[src/rtl/uart_rx_keymatch.sv]
// Oversampling UART receiver with false-start rejection and parity/frame checks.
// Good frames are compared against a key table; each matching key holds its output high for HOLD_CYCLES.
module uart_rx_keymatch #(
    parameter int unsigned               CLK_FREQ    = 100_000_000,
    parameter int unsigned               BAUD_RATE   = 9_600,
    parameter int unsigned               OVERSAMPLE  = 4,
    parameter int unsigned               DATA_BITS   = 8,
    parameter int unsigned               PARITY      = 0,
    parameter int unsigned               STOP_BITS   = 1,
    parameter int unsigned               NUM_KEYS    = 2,
    parameter logic [NUM_KEYS*8-1:0]     KEY_LIST    = {8'h61, 8'h63},
    parameter int unsigned               HOLD_CYCLES = 100_000_000
) (
    input  logic                clk,
    input  logic                reset_n,
    input  logic                RxD,
    output logic [7:0]          RxData,
    output logic                rx_valid,
    output logic                parity_err,
    output logic                frame_err,
    output logic                busy,
    output logic [NUM_KEYS-1:0] key_hit
);

    localparam int unsigned     DIV        = CLK_FREQ / (BAUD_RATE * OVERSAMPLE);
    localparam int unsigned     SW         = $clog2(OVERSAMPLE);
    localparam logic [SW-1:0]   MID        = SW'(OVERSAMPLE / 2 - 1);
    localparam logic [SW-1:0]   LAST       = SW'(OVERSAMPLE - 1);
    localparam logic [31:0]     DIV_LAST   = 32'(DIV - 1);
    localparam logic [2:0]      DATA_LAST  = 3'(DATA_BITS - 1);
    localparam logic [2:0]      STOP_LAST  = 3'(STOP_BITS - 1);
    localparam logic            PAR_TARGET = (PARITY == 1);
    localparam logic [31:0]     HOLD_LOAD  = 32'(HOLD_CYCLES);

    typedef enum logic [2:0] {S_IDLE, S_START, S_DATA, S_PARITY, S_STOP} state_t;

    state_t                 state_q, state_d;
    logic                   rxd_meta_q, rxd_s_q;
    logic [31:0]            div_cnt_q, div_cnt_d;
    logic [SW-1:0]          sample_cnt_q, sample_cnt_d;
    logic [2:0]             bit_cnt_q, bit_cnt_d;
    logic [DATA_BITS-1:0]   shift_q, shift_d;
    logic                   pe_acc_q, pe_acc_d;
    logic                   fe_acc_q, fe_acc_d;
    logic                   armed_q, armed_d;
    logic [7:0]             rx_data_q, rx_data_d;
    logic                   rx_valid_q, rx_valid_d;
    logic                   parity_err_q, parity_err_d;
    logic                   frame_err_q, frame_err_d;
    logic [31:0]            hold_cnt_q [NUM_KEYS];
    logic [31:0]            hold_cnt_d [NUM_KEYS];
    logic [NUM_KEYS-1:0]    key_hit_q, key_hit_d;
    logic                   tick, mid, bit_end, fe_now;

    assign tick    = (div_cnt_q == DIV_LAST);
    assign mid     = (sample_cnt_q == MID);
    assign bit_end = (sample_cnt_q == LAST);
    assign fe_now  = fe_acc_q | ~rxd_s_q;

    always_comb begin
        div_cnt_d = tick ? '0 : div_cnt_q + 32'd1;
    end

    always_comb begin
        state_d      = state_q;
        sample_cnt_d = sample_cnt_q;
        bit_cnt_d    = bit_cnt_q;
        shift_d      = shift_q;
        pe_acc_d     = pe_acc_q;
        fe_acc_d     = fe_acc_q;
        armed_d      = armed_q | rxd_s_q;
        rx_data_d    = rx_data_q;
        rx_valid_d   = 1'b0;
        parity_err_d = parity_err_q;
        frame_err_d  = frame_err_q;
        if (tick) begin
            unique case (state_q)
                S_IDLE: begin
                    // armed drops after a frame ending on a low line, so a break cannot retrigger
                    if (armed_q && !rxd_s_q) begin
                        state_d      = S_START;
                        sample_cnt_d = '0;
                        bit_cnt_d    = '0;
                        pe_acc_d     = 1'b0;
                        fe_acc_d     = 1'b0;
                    end
                end
                S_START: begin
                    if (mid && rxd_s_q) begin
                        state_d      = S_IDLE;
                        sample_cnt_d = '0;
                    end else if (bit_end) begin
                        state_d      = S_DATA;
                        sample_cnt_d = '0;
                    end else begin
                        sample_cnt_d = sample_cnt_q + 1'b1;
                    end
                end
                S_DATA: begin
                    if (mid) shift_d = {rxd_s_q, shift_q[DATA_BITS-1:1]};
                    if (bit_end) begin
                        sample_cnt_d = '0;
                        if (bit_cnt_q == DATA_LAST) begin
                            bit_cnt_d = '0;
                            state_d   = (PARITY != 0) ? S_PARITY : S_STOP;
                        end else begin
                            bit_cnt_d = bit_cnt_q + 3'd1;
                        end
                    end else begin
                        sample_cnt_d = sample_cnt_q + 1'b1;
                    end
                end
                S_PARITY: begin
                    if (mid) pe_acc_d = ((^shift_q) ^ rxd_s_q) != PAR_TARGET;
                    if (bit_end) begin
                        sample_cnt_d = '0;
                        state_d      = S_STOP;
                    end else begin
                        sample_cnt_d = sample_cnt_q + 1'b1;
                    end
                end
                S_STOP: begin
                    if (mid) fe_acc_d = fe_now;
                    if (mid && bit_cnt_q == STOP_LAST) begin
                        rx_data_d                  = '0;
                        rx_data_d[DATA_BITS-1:0]   = shift_q;
                        parity_err_d               = pe_acc_q;
                        frame_err_d                = fe_now;
                        rx_valid_d                 = 1'b1;
                        state_d                    = S_IDLE;
                        sample_cnt_d               = '0;
                        bit_cnt_d                  = '0;
                        armed_d                    = rxd_s_q;
                    end else if (bit_end) begin
                        sample_cnt_d = '0;
                        bit_cnt_d    = bit_cnt_q + 3'd1;
                    end else begin
                        sample_cnt_d = sample_cnt_q + 1'b1;
                    end
                end
                default: state_d = S_IDLE;
            endcase
        end
    end

    always_comb begin
        for (int unsigned i = 0; i < NUM_KEYS; i++) begin
            hold_cnt_d[i] = (hold_cnt_q[i] != '0) ? hold_cnt_q[i] - 32'd1 : '0;
            if (rx_valid_q && !parity_err_q && !frame_err_q &&
                rx_data_q == KEY_LIST[8*i +: 8])
                hold_cnt_d[i] = HOLD_LOAD;
            key_hit_d[i] = (hold_cnt_d[i] != '0);
        end
    end

    always_ff @(posedge clk or negedge reset_n) begin
        if (!reset_n) begin
            rxd_meta_q   <= 1'b1;
            rxd_s_q      <= 1'b1;
            div_cnt_q    <= '0;
            state_q      <= S_IDLE;
            sample_cnt_q <= '0;
            bit_cnt_q    <= '0;
            shift_q      <= '0;
            pe_acc_q     <= 1'b0;
            fe_acc_q     <= 1'b0;
            armed_q      <= 1'b1;
            rx_data_q    <= '0;
            rx_valid_q   <= 1'b0;
            parity_err_q <= 1'b0;
            frame_err_q  <= 1'b0;
            key_hit_q    <= '0;
            for (int unsigned i = 0; i < NUM_KEYS; i++) hold_cnt_q[i] <= '0;
        end else begin
            rxd_meta_q   <= RxD;
            rxd_s_q      <= rxd_meta_q;
            div_cnt_q    <= div_cnt_d;
            state_q      <= state_d;
            sample_cnt_q <= sample_cnt_d;
            bit_cnt_q    <= bit_cnt_d;
            shift_q      <= shift_d;
            pe_acc_q     <= pe_acc_d;
            fe_acc_q     <= fe_acc_d;
            armed_q      <= armed_d;
            rx_data_q    <= rx_data_d;
            rx_valid_q   <= rx_valid_d;
            parity_err_q <= parity_err_d;
            frame_err_q  <= frame_err_d;
            key_hit_q    <= key_hit_d;
            for (int unsigned i = 0; i < NUM_KEYS; i++) hold_cnt_q[i] <= hold_cnt_d[i];
        end
    end

    assign RxData     = rx_data_q;
    assign rx_valid   = rx_valid_q;
    assign parity_err = parity_err_q;
    assign frame_err  = frame_err_q;
    assign busy       = (state_q != S_IDLE);
    assign key_hit    = key_hit_q;

endmodule

[config.mk]
export PLATFORM = sky130hd
export DESIGN_NAME = uart_rx_keymatch
export DESIGN_NICKNAME = d
export VERILOG_FILES = /design/src/rtl/uart_rx_keymatch.sv
export SDC_FILE = /design/constraint.sdc
export NUM_CORES = 1
export LEC_CHECK = 0
export CAP_MARGIN = 25
export CELL_PAD_IN_SITES_DETAIL_PLACEMENT = 1
export CELL_PAD_IN_SITES_GLOBAL_PLACEMENT = 2
export CORE_ASPECT_RATIO = 1.25
export CORE_MARGIN = 5
export CORE_UTILIZATION = 37
export CTS_CLUSTER_SIZE = 12
export DETAILED_ROUTE_END_ITERATION = 16
export GPL_ROUTABILITY_DRIVEN = 0
export PLACE_DENSITY_LB_ADDON = 0.08
export SYNTH_ARGS = -nofsm -noshare
export SYNTH_HDL_FRONTEND = slang
export SYNTH_SLANG_ARGS = --single-unit
export TNS_END_PERCENT = 1
[constraint.sdc]
create_clock -name clk -period 2.9 [get_ports clk]
set_clock_uncertainty 0.2 [all_clocks]
set_input_delay 0.58 -clock clk [delete_from_list [all_inputs] [get_ports clk]]
set_output_delay 0.58 -clock clk [all_outputs]
set_load 0.01 [all_outputs]
Word level (Yosys, flattened, before mapping)
Cells that the tools add are included.
{"block": "word_totals", "regBits": 130, "input_bits": 3}
{"block": "op_classes", "n_addsub": 5, "eq_ne": 19, "muxes": 35, "n_bitwise": 4, "reduce_logical": 30}
{"op": "two-way mux 32 bit", "n": 5}
{"op": "nonzero test 32 bit", "n": 4}
{"op": "subtractor 32 x 1 -> 32 bit (second input constant)", "n": 2}
{"op": "two-way mux 3 bit", "n": 12}
{"op": "adder 32 x 1 -> 32 bit (second input constant)", "n": 1}
{"op": "equality test 32 x 12 -> 1 bit (second input constant)", "n": 1}
{"op": "equality test 8 x 7 -> 1 bit (second input constant)", "n": 2}
{"op": "one-hot mux 3 bit (5 select lines)", "n": 1}
{"op": "inequality test 2 bit (second input constant)", "n": 7}
{"op": "two-way mux 1 bit", "n": 9}
{"op": "one-hot mux 3 bit (3 select lines)", "n": 1}
{"op": "AND reduction 3 bit", "n": 3}
{"op": "two-way mux 2 bit", "n": 4}
{"op": "one-hot mux 2 bit (4 select lines)", "n": 1}
{"op": "AND reduction 4 bit", "n": 2}
{"op": "parity 8 bit", "n": 1}
{"op": "logical AND 1 bit", "n": 7}
{"op": "AND reduction 7 bit", "n": 1}
{"op": "equality test 3 x 2 -> 1 bit (second input constant)", "n": 2}
{"op": "equality test 3 bit (second input constant)", "n": 2}
{"op": "logical NOT 3 bit", "n": 2}
{"op": "inequality test 3 bit (second input constant)", "n": 2}
{"op": "nonzero test 3 bit", "n": 2}
{"op": "AND reduction 5 bit", "n": 1}
{"op": "13 further kinds", "n": 18}

Logic depth before layout (Yosys ltp)
Gate-level depths: netlist of run 1.
{"block": "depth", "word_depth": 6, "depth_mapped": 10, "mapped_depth_nobuf": 9}

Least setup slack after synthesis of run 1
No wires, ideal clock.
{"block": "synth_path", "kind": "register to register", "from": "register hold_cnt_q[0] in the netlist's numbering", "to": "register key_hit_q[1] (netlist: key_hit[1])", "t_arrival_ns": 2.755, "setup_slack_ns": -0.200, "path_stages_with_launch": 10, "n_path_buf": 0, "synth_period_minus_slack_ns": 3.100, "cell_sequence": "dfrtp_1 inv_1 ha_1 or4b_4 or3_4 or4b_1 a21oi_1 o2111ai_1 a2111oi_2 o2111ai_1"}
{"block": "synth_via", "elab_chain_len": 4, "word_cells_on_any_way": 5, "classes_between": "add/sub: 1; mux: 2; reduce/logical: 2"}
{"item": "start, declared", "line_no": "50", "rtl": "logic [31:0] hold_cnt_q [NUM_KEYS];"}
{"item": "subtractor 32 x 1 -> 32 bit / nonzero test 32 bit (equally long branches)", "line_no": "148", "rtl": "hold_cnt_d[i] = (hold_cnt_q[i] != '0) ? hold_cnt_q[i] - 32'd1 : '0;"}
{"item": "two-way mux 32 bit *", "line_no": "148"}
{"item": "two-way mux 32 bit *", "line_no": "149", "rtl": "if (rx_valid_q && !parity_err_q && !frame_err_q &&"}
{"item": "nonzero test 32 bit *", "line_no": "152", "rtl": "key_hit_d[i] = (hold_cnt_d[i] != '0);"}
{"item": "named net key_hit_d[1]", "line_no": "52", "rtl": "logic [NUM_KEYS-1:0] key_hit_q, key_hit_d;"}
{"item": "end signal, assigned", "line_no": "189", "rtl": "key_hit_q <= key_hit_d;"}
{"item": "end, declared", "line_no": "52"}
Mark *: on every way through the listed nets, which the timed path passes. The rest lies on a longest branch.
A chain may end at the register's enable or synchronous reset.

Worst setup path after layout of run 1
{"block": "layout_path", "from": "register hold_cnt_q[1] in the netlist's numbering", "to": "register key_hit_q[1] (netlist: key_hit[1])"}
Same word-level chain as after synthesis.

==> results.ini, run 1 <==
[synth]
syn_nets=677
syn-instance-count=666
synth_enable_flop_cells=0
syn_area_per_cell_um2=9.99
synth_seq_cells=130
ys_seq_area_share_pct=48.9
synth_ff_type=dfrtp_1
synthArstFlopShare_pct=100
netlist_area_mm2=0.00666
yosys_warnings=0
yosys.cell_types.count=63

[drt]
num_vias=5267
drt_iter0_drc=188
dr.pass1.iters=4
drc_errors=0
via_per_inst=5.31
ant_nets=0
post_drt_wl_per_cell_um=16.5
routed_wirelength_um=16400

[layout]
diodes=0
fin_area_mm2=0.00831
fin_cells=992
area_delta_synth_final_pct=24.8
drive_gt1_share_pct=18.0
nets=766

[critical_path]
cp.arrival_ns=3.13
crit_end=key_hit[1]
cp_num_cells=9
path_class=reg2reg
ff2ff_path_depth=9
timing.rr.start=hold_cnt_q[1]
reg2reg_to=key_hit[1]
cp-end-kind=flop
cpLargestDelayFamily=simple AND/OR/NAND/NOR gates
slowest_delay_ns=0.52
cp_num_buf_inv=1
required_ns=2.96
worst-r2r-setup-slack_ns=-0.17
critPathMaxFanout=2
crit_path_start_kind=flop
startpoint=hold_cnt_q[1]
slowest_stage=or4b_4
path_cells=inv_2 -> ha_4 -> or4b_4 -> or3_4 -> or4b_4 -> a21oi_2 -> o2111ai_2 -> a2111oi_2 -> o2111ai_1
cp_common_cell=or4b_4

[flow_run]
cap_violations=0

[power_and_ir_drop]
ir_worst_vdd_mv=0.403
combPwrFrac_pct=1.1
power.density_mw_per_mm2=512
power_frac_seq_pct=42.7
p_sw_uw=858
internal-power_uw=3400
power.leakage_uw=0.00422
switching_share_pct=20.2
pwr-share-clk_pct=56.1

[clock_tree]
cts_sinks=130
htreeDepth=4
cts_buffers=17
clockRootBuffer=clkbuf_16
clk_latency_ns=0.42
cts_tree=done
cts_buffer_depth=2
clk_pin_slew_worst_paths_ns=0.06

[sta]
rsz0062_at_grt=true
period_share_pct=106
max_slew_margin_pct=64.1
hold_viol=0
fin_ws_ns=-0.170
fin_hold_ws_ns=0.158
maxSlewViolCount=0
fin_tns_setup_ns=-0.170
finalSetupViolations=1
period_minus_slack_ns=3.07
timing.fmax_ghz=0.326
tightest_slew_ns=0.531

[floorplan]
die_area_mm2=0.0208
die_height_um=160
initial_core_util_pct=37.9
die_width_um=130
coreArea_mm2=0.0176
rows=54
ioPinCount=17

[placed_design]
placedCellCount=959
portBuffers=16
place_ws_ns=-0.168
hpwl_um=11900
place_area_mm2=0.00759

[worst_hold_path]
hold_path.class=reg2reg

[global_route]
grt_pass1_vias=5907
grt_start_max_net_pins=42
antenna_found_initial=0
overflow=0
grt_pass1_wl_um=28700
track_usage_pct=16.9

[run_status]
failed_checks=negative setup slack
status=complete, but fails checks

## registers in the layout (all words and copies together) (netlist names)
signal and count:
rxd_meta_q 1, fe_acc_q 1, armed_q 1, pe_acc_q 1
shift_q 8, key_hit 2, parity_err 1, sample_cnt_q 2
state_q 3, rx_valid 1, div_cnt_q 32, RxData 8
frame_err 1, bit_cnt_q 3, hold_cnt_q 64, rxd_s_q 1
## metal layers
layer | share of wire [%] | GRT usage [%] | wire length [um] | vias to the layer above
li1 | - | - | - | 2535
met1 | 45 | 21.0 | 7320 | 2662
met2 | 51 | 29.2 | 8420 | 44
met3 | 2.0 | 3.44 | 326 | 26
met4 | 1.7 | 5.20 | 286 | 0
met5 | 0 | 0 | 0 | -
## power groups by stage
stage               clock, uW  combinational (uW)  sequential (uW)
detailed placement          0                50.3             1850
global placement            0                49.0             1850
floorplan                   0                1.87             1850
CTS                      2450                51.8             1820
finish                   2390                47.1             1820
global route             2530                56.9             1820
## how the worst min path moves through the flow
stage / from / end / slack [ns] / cells after the start
after floorplan: reset_n / RxData[0] / 0.08 / 0
after global placement: rxd_meta_q / rxd_s_q / 0.15 / 0
after detailed placement: rxd_meta_q / rxd_s_q / 0.15 / 0
after CTS: rxd_meta_q / rxd_s_q / 0.16 / 0
after global routing: rxd_meta_q / rxd_s_q / 0.17 / 0
final: rxd_meta_q / rxd_s_q / 0.16 / 0
## placed cells by master (no fill, tap or decap), types with 11 or more instances in the layout
cell / instances
xor2_1: 36
mux2_1: 15
nor3_1: 28
inv_1: 19
dfrtp_1: 127
o21ai_1: 16
buf_4: 69
clkbuf_16: 17
o21ai_0: 18
nor2_1: 85
a21oi_1: 11
nand2_1: 33
clkdlybuf4s50_1: 15
nand3_1: 32
nor4_1: 16
nand4_1: 15
xnor2_1: 51
## layout make-up
class,instances,area (um2)
sequential,130,3260
timing repair buffer,87,709
fill,2006,9260
multi-input combinational,497,3320
clock buffer,19,453
clock inverter,13,206
inverter,22,82.6
tap,224,280
## cells in the mapped netlist, drive strengths merged, types with 5 or more instances
library cell	number	area share, %
dfrtp	127	48
nor2	85	4.8
xnor2	51	6.7
xor2	36	4.7
o21ai	35	2.6
nand2	33	1.9
nand3	32	2.4
nor3	32	2.6
inv	22	1.2
nor4	21	2.4
mux2	18	3.0
nand4	15	1.4
a21oi	12	0.90
or3	12	1.2
clkbuf	11	0.62
nor2b	10	0.94
ha	8	1.5
and3	6	0.56
buf	6	0.51
nand4b	6	0.79
or2	6	0.56
or4	6	0.68
a31oi	5	0.47
nand2b	5	0.47
nand3b	5	0.56
nor3b	5	0.56
nor4b	5	0.66
## kinds of logic (layout without fill, tap and decap cells)
logic type / Yosys count / count (layout) / synth area share [%]
flip-flops: 130 / 130 / 48.9
adder cells (fa/ha/maj): 8 / 8 / 1.50
AO/OA/AOI/OAI: 80 / 80 / 7.43
multiplexers: 21 / 21 / 3.50
XOR/XNOR: 87 / 87 / 11.4
buffers and inverters: 39 / 141 / 2.37
AND/OR/NAND/NOR: 301 / 301 / 24.8
## metrics by stage
step | util [%] | power [uW]
floorplan | - | 1850
finish | 47.3 | 4250
detailed placement | 43.2 | 1900
global route | 47.3 | 4400
global placement | 43.2 | 1900
CTS | 47.1 | 4320
## what timing repair did
| action | in CTS | in global routing |
|---|---|---|
| endpoints found under the setup margin | 2 | 2 |
| endpoints found under the hold margin | 37 | 0 |
| pin swaps | 1 | 1 |
| setup buffers | 0 | 0 |
| hold buffers | 1 | 0 |
| resized for setup | 4 | 6 |
No activity file was read; power rests on OpenSTA's default activity.
==> inputs of run 2 (changes only) <==
--- a/config.mk
+++ b/config.mk
@@ -6,11 +6,9 @@
 export NUM_CORES = 1
 export LEC_CHECK = 0
 export CAP_MARGIN = 25
-export CELL_PAD_IN_SITES_DETAIL_PLACEMENT = 1
-export CELL_PAD_IN_SITES_GLOBAL_PLACEMENT = 2
 export CORE_ASPECT_RATIO = 1.25
 export CORE_MARGIN = 5
-export CORE_UTILIZATION = 37
+export CORE_UTILIZATION = 50
 export CTS_CLUSTER_SIZE = 12
 export DETAILED_ROUTE_END_ITERATION = 16
 export GPL_ROUTABILITY_DRIVEN = 0
==> run 2 against run 1 <==
  * The run still ends with negative setup slack left
  * Final area fell by 4.0%
  * Clock-buffer cell count unchanged
  * Die area down 24%
  * Via count fell by 4.5%
  * Largest cell class unchanged
  * Core utilization increased by 13 points
  * Sequential power hardly changed
==> results.ini, run 2 (same netlist as run 1, synthesis figures left out) <==
[layout]
seqCellArea_mm2=0.00326  ; unchanged
top_register=hold_cnt_q  ; unchanged
multi_input_area_mm2=0.00331  ; was 0.00332 mm2
final_common_cell=dfrtp_1  ; unchanged
fin_util_pct=60.5  ; was 47.3%
nets=743  ; was 766
fin_area_mm2=0.00797  ; was 0.00831 mm2
fillers=1135  ; was 2006
final_cell_mix=127 x dfrtp_1, 85 x nor2_1, 51 x xnor2_1, 46 x buf_4, 36 x xor2_1  ; was 127 x dfrtp_1, 85 x nor2_1, 69 x buf_4, 51 x xnor2_1, 36 x xor2_1
largest_reg_flops=64  ; unchanged
drive_gt1_share_pct=14.9  ; was 18.0%
area_delta_synth_final_pct=19.8  ; was 24.8%
diodes=0  ; unchanged
largestRegisters=hold_cnt_q (64), div_cnt_q (32)  ; unchanged

[drt]
drt_iter0_drc=165  ; was 188
routed_wirelength_um=13800  ; was 16400 um
drc_errors=0  ; unchanged
dr.pass1.iters=4  ; unchanged
ant_nets=0  ; unchanged
post_drt_wl_per_cell_um=15.0  ; was 16.5 um
via_per_inst=5.49  ; was 5.31
num_vias=5031  ; was 5267

[critical_path]
critPathMaxFanout=4  ; was 2
crit_path_start_kind=flop  ; unchanged
cp.arrival_ns=3.14  ; was 3.13 ns
required_ns=2.97  ; was 2.96 ns
cp-end-kind=flop  ; unchanged
path_class=reg2reg  ; unchanged

[power_and_ir_drop]
power.density_mw_per_mm2=494  ; was 512 mW/mm2
power.leakage_uw=0.00406  ; was 0.00422 uW
p_total_uw=3940  ; was 4250 uW
ir_worst_vdd_mv=0.352  ; was 0.403 mV

[run_status]
failed_checks=negative setup slack  ; unchanged
status=complete, but fails checks  ; unchanged

[sta]
period_minus_slack_ns=3.07  ; about the same
tightest_slew_ns=0.619  ; was 0.531 ns
period_share_pct=106  ; about the same
timing.fmax_ghz=0.326  ; about the same
rsz0062_at_grt=true  ; unchanged
fin_tns_setup_ns=-0.169  ; was -0.170 ns
hold_viol=0  ; unchanged
fin_ws_ns=-0.169  ; was -0.170 ns
maxSlewViolCount=0  ; unchanged
finalSetupViolations=1  ; unchanged
max_slew_margin_pct=58.7  ; was 64.1%

[placed_design]
hpwl_um=9750  ; was 11900 um
place_ws_ns=-0.124  ; was -0.168 ns
place_area_mm2=0.00735  ; was 0.00759 mm2
portBuffers=16  ; unchanged

[global_route]
grtUsageMet3_pct=4.23  ; was 3.44%
gr-usage-met2_pct=32.2  ; was 29.2%
grtUsageMet1_pct=23.9  ; was 21.0%
overflow=0  ; unchanged
grt_start_max_net_pins=67  ; was 42
track_usage_pct=19.0  ; was 16.9%
top_usage_layer=met2  ; unchanged
antenna_found_initial=0  ; unchanged
grt_pass1_vias=5236  ; was 5907
grt_pass1_wl_um=24700  ; was 28700 um

[floorplan]
die_area_mm2=0.0157  ; was 0.0208 mm2
die_width_um=113  ; was 130 um
coreArea_mm2=0.0132  ; was 0.0176 mm2
rows=47  ; was 54
die_height_um=139  ; was 160 um
ioPinCount=17  ; unchanged
initial_core_util_pct=50.5  ; was 37.9%

[clock_tree]
clockRootBuffer=clkbuf_16  ; unchanged
cts_buffers=17  ; unchanged
cts_sinks=130  ; unchanged
cts_tree=done  ; unchanged
htreeDepth=4  ; unchanged
cts_setup_buffers=0  ; unchanged
cts_buffer_depth=2  ; unchanged
clk_pin_slew_worst_paths_ns=0.06  ; about the same
clk_latency_ns=0.42  ; about the same

[flow_run]
cap_violations=0  ; unchanged

[worst_hold_path]
hold_path.class=reg2reg  ; unchanged

-- run 2: final timing paths --
kind                                from        endpoint  slack, ns  depth (start not counted)
max                        hold_cnt_q[1]      key_hit[1]      -0.17                          9
min                           rxd_meta_q         rxd_s_q       0.16                          0
max reg2reg                hold_cnt_q[1]      key_hit[1]      -0.17                          9
min reg2reg                   rxd_meta_q         rxd_s_q       0.16                          0
max in group asynchronous        reset_n      rxd_meta_q       1.23                          3
min in group asynchronous        reset_n  hold_cnt_q[11]       0.52                          2
-- run 2: where the power goes --
group	switching [uW]	internal, uW	total, uW	leakage (uW)
combinational	35.9	8.32	44.2	0.00199
clock	791	1290	2080	0.000283
sequential	2.01	1820	1820	0.00179
-- run 2: timing repair --
action	in CTS	in global routing
hold buffers	1	0
pin swaps	0	1
hold endpoints to repair	62	0
setup endpoints to repair	1	2
resized for setup	0	7
-- run 2: metal layers --
layer | part of all wire [%] | up-vias | routed length (um)
met1 | 45 | 2483 | 6140
met2 | 51 | 48 | 7080
met3 | 2.6 | 16 | 351
met4 | 1.4 | 0 | 188
li1 | - | 2484 | -
met5 | 0 | - | 0
-- run 2: cell type report --
type,instances,area share [%]
multi-input combinational,497,41.5
clock buffer,19,5.55
tap,171,2.68
sequential,130,40.8
inverter,22,1.04
timing repair buffer,64,6.73
clock inverter,13,1.69
-- run 2: stage by stage --
step           hold slack, ns  cells
2_1_floorplan          0.0844    666
3_3_place_gp            0.149    883
3_5_place_dp            0.149    883
4_1_cts                 0.158    916
5_1_grt                 0.167    916
6_report                0.159    916
-- run 2: worst max-delay path, cell delays in order (launching register included) --
cell       delay [ns]
dfrtp_1          0.38
inv_2            0.08
ha_4             0.13
or4b_4           0.49
or3_4            0.35
or4b_1           0.50
a21oi_1          0.14
o2111ai_1        0.15
a2111oi_2        0.35
o2111ai_1        0.16
==> inputs of run 3 (changes only) <==
--- a/config.mk
+++ b/config.mk
@@ -12,7 +12,7 @@
 export CTS_CLUSTER_SIZE = 12
 export DETAILED_ROUTE_END_ITERATION = 16
 export GPL_ROUTABILITY_DRIVEN = 0
-export PLACE_DENSITY_LB_ADDON = 0.08
+export PLACE_DENSITY = 0.69
 export SYNTH_ARGS = -nofsm -noshare
 export SYNTH_HDL_FRONTEND = slang
 export SYNTH_SLANG_ARGS = --single-unit
==> run 3 against run 2 <==
  * The run still ends with negative setup slack left
  * Fmax is 2.1% higher
  * Clock power hardly changed
  * Largest cell class unchanged
  * First-iteration DRC count is 30% higher
  * Critical path depth stayed put
  * Global-route usage is 0.21 points higher
  * Sequential power hardly changed
  * Sequential share of layout area hardly changed
  * Largest power group unchanged
  * Cell count is 0.33% lower
  * Combinational power is 4% higher
  * Total power is 0.79% higher
  * Core utilization is 0.057 points lower
==> results.ini, run 3 (same netlist as run 1, synthesis figures left out) <==
[run_status]
status=complete, but fails checks  ; unchanged
failed_checks=negative setup slack  ; unchanged

[power_and_ir_drop]
power.leakage_uw=0.00405  ; was 0.00406 uW
combPwrFrac_pct=1.2  ; was 1.1%
p_sw_uw=833  ; was 829 uW
power_frac_seq_pct=45.8  ; was 46.2%
internal-power_uw=3140  ; was 3110 uW
ir_worst_vdd_mv=0.334  ; was 0.352 mV
pwr-share-clk_pct=53.0  ; was 52.7%
power.density_mw_per_mm2=499  ; was 494 mW/mm2
switching_share_pct=21.0  ; about the same

[critical_path]
path_class=reg2reg  ; unchanged
critPathMaxFanout=2  ; was 4
required_ns=2.97  ; about the same
ff2ff_path_depth=9  ; unchanged
cp.arrival_ns=3.08  ; was 3.14 ns
crit_path_start_kind=flop  ; unchanged
cp-end-kind=flop  ; unchanged

[floorplan]
die_width_um=113  ; unchanged
coreArea_mm2=0.0132  ; unchanged
initial_core_util_pct=50.5  ; unchanged
ioPinCount=17  ; unchanged
die_area_mm2=0.0157  ; unchanged
rows=47  ; unchanged
die_height_um=139  ; unchanged

[global_route]
grt_pass1_wl_um=25200  ; was 24700 um
track_usage_pct=19.2  ; was 19.0%
grt_pass1_vias=5263  ; was 5236
overflow=0  ; unchanged
grt_start_max_net_pins=53  ; was 67
antenna_found_initial=0  ; unchanged

[layout]
largestRegisters=hold_cnt_q (64), div_cnt_q (32)  ; unchanged
fin_area_mm2=0.00797  ; about the same
fillers=1098  ; was 1135
largest_reg_flops=64  ; unchanged
final_cell_mix=127 x dfrtp_1, 85 x nor2_1, 51 x xnor2_1, 42 x buf_4, 36 x xor2_1  ; was 127 x dfrtp_1, 85 x nor2_1, 51 x xnor2_1, 46 x buf_4, 36 x xor2_1
multi_input_area_mm2=0.00329  ; was 0.00331 mm2
seqCellArea_mm2=0.00326  ; unchanged
fin_cells=913  ; was 916
drive_gt1_share_pct=14.2  ; was 14.9%
nets=740  ; was 743
top_register=hold_cnt_q  ; unchanged
final_common_cell=dfrtp_1  ; unchanged
diodes=0  ; unchanged
area_delta_synth_final_pct=19.7  ; was 19.8%

[worst_hold_path]
hold_path.class=reg2reg  ; unchanged
min_path_cells=0  ; unchanged

[sta]
period_minus_slack_ns=3.01  ; was 3.07 ns
rsz0062_at_grt=true  ; unchanged
maxSlewViolCount=0  ; unchanged
tightest_slew_ns=0.496  ; was 0.619 ns
finalSetupViolations=1  ; unchanged
fin_ws_ns=-0.108  ; was -0.169 ns
timing.fmax_ghz=0.332  ; was 0.326 GHz
hold_viol=0  ; unchanged
max_slew_margin_pct=66.7  ; was 58.7%
period_share_pct=104  ; was 106%

[placed_design]
place_area_mm2=0.00735  ; about the same
placedCellCount=880  ; was 883
portBuffers=16  ; unchanged
hpwl_um=10000  ; was 9750 um

[clock_tree]
clk_latency_ns=0.41  ; was 0.42 ns
cts_tree=done  ; unchanged
clockRootBuffer=clkbuf_16  ; unchanged
cts_buffer_depth=2  ; unchanged
htreeDepth=4  ; unchanged
clk_pin_slew_worst_paths_ns=0.06  ; about the same
cts_sinks=130  ; unchanged
cts_buffers=17  ; unchanged

[drt]
met3_length_um=365  ; was 351 um
ant_nets=0  ; unchanged
drc_errors=0  ; unchanged
dr.pass1.iters=4  ; unchanged
drt_iter0_drc=214  ; was 165
num_vias=5138  ; was 5031
route.met2.wl_um=7620  ; was 7080 um
routed_wirelength_um=14300  ; was 13800 um
routed.top_layer=met4  ; unchanged
drt-met1-wl_um=6140  ; about the same
post_drt_wl_per_cell_um=15.7  ; was 15.0 um
via_per_inst=5.63  ; was 5.49

[flow_run]
cap_violations=0  ; unchanged

==> run 3: cell types whose count changed in the layout (fill, tap and decap cells not counted), sizes merged <==
cell / before / now
buf: 48 / 45
clkbuf: 19 / 20
clkinv: 7 / 6
clkinvlp: 2 / 3
inv: 24 / 23
==> run 3: worst paths after layout <==
| kind | start | to | slack, ns |
|---|---|---|---|
| worst max-delay path | hold_cnt_q[1] | key_hit[1] | -0.11 |
| worst min-delay path | rxd_meta_q | rxd_s_q | 0.16 |
| worst max register to register | hold_cnt_q[1] | key_hit[1] | -0.11 |
| worst min register to register | rxd_meta_q | rxd_s_q | 0.16 |
| max in group asynchronous | reset_n | rxd_meta_q | 1.37 |
| min in group asynchronous | reset_n | hold_cnt_q[2] | 0.47 |
==> run 3: critical path: stages, from the launching register on <==
cell       delay, ns
dfrtp_1         0.39
inv_2           0.08
ha_4            0.13
or4b_4          0.46
or3_4           0.34
or4b_1          0.52
a21oi_2         0.16
o2111ai_2       0.13
a2111oi_2       0.31
o2111ai_1       0.15
==> run 3: power groups by stage <==
stage / Sequential [uW] / Combinational, uW / Clock [uW]
after floorplan: 1850 / 1.87 / 0
after global placement: 1850 / 46.5 / 0
after detailed placement: 1850 / 47.7 / 0
after CTS: 1820 / 49.1 / 2140
after global routing: 1820 / 54.8 / 2250
final: 1820 / 45.8 / 2110
==> run 3: per-stage QoR <==
step	utilization (%)	hold WS (ns)	total power (uW)	setup TNS [ns]	setup WS [ns]
2_1_floorplan	-	0.0844	1850	-0.0510	-0.0510
3_3_place_gp	55.8	0.148	1900	-0.0423	-0.0423
6_report	60.5	0.156	3970	-0.108	-0.108
3_5_place_dp	55.8	0.149	1900	-0.110	-0.110
4_1_cts	60.3	0.157	4010	-0.118	-0.118
5_1_grt	60.5	0.163	4130	-0.349	-0.297
==> run 3: layout make-up <==
class                   count  share of cell area (%)
clock buffers              20                    5.73
multi-input cells         497                    41.3
repair buffers             61                    6.72
inverters                  22                    1.04
well taps                 171                    2.69
flip-flops and latches    130                    40.9
clock inverters            12                    1.66
==> run 3: per-layer routing <==
layer  vias to the layer above  GRT usage [%]
li1                       2489              -
met2                        86           33.7
met3                        15           3.62
met5                         -              0
met1                      2548           23.8
met4                         0           6.01
==> run 3: what timing repair did <==
action / in CTS / in global routing
gates resized for setup: 0 / 4
pin swaps: 0 / 1
hold buffers: 1 / 0
setup buffers: 0 / 0
endpoints found under the setup margin: 1 / 2
hold endpoints to repair: 30 / 0
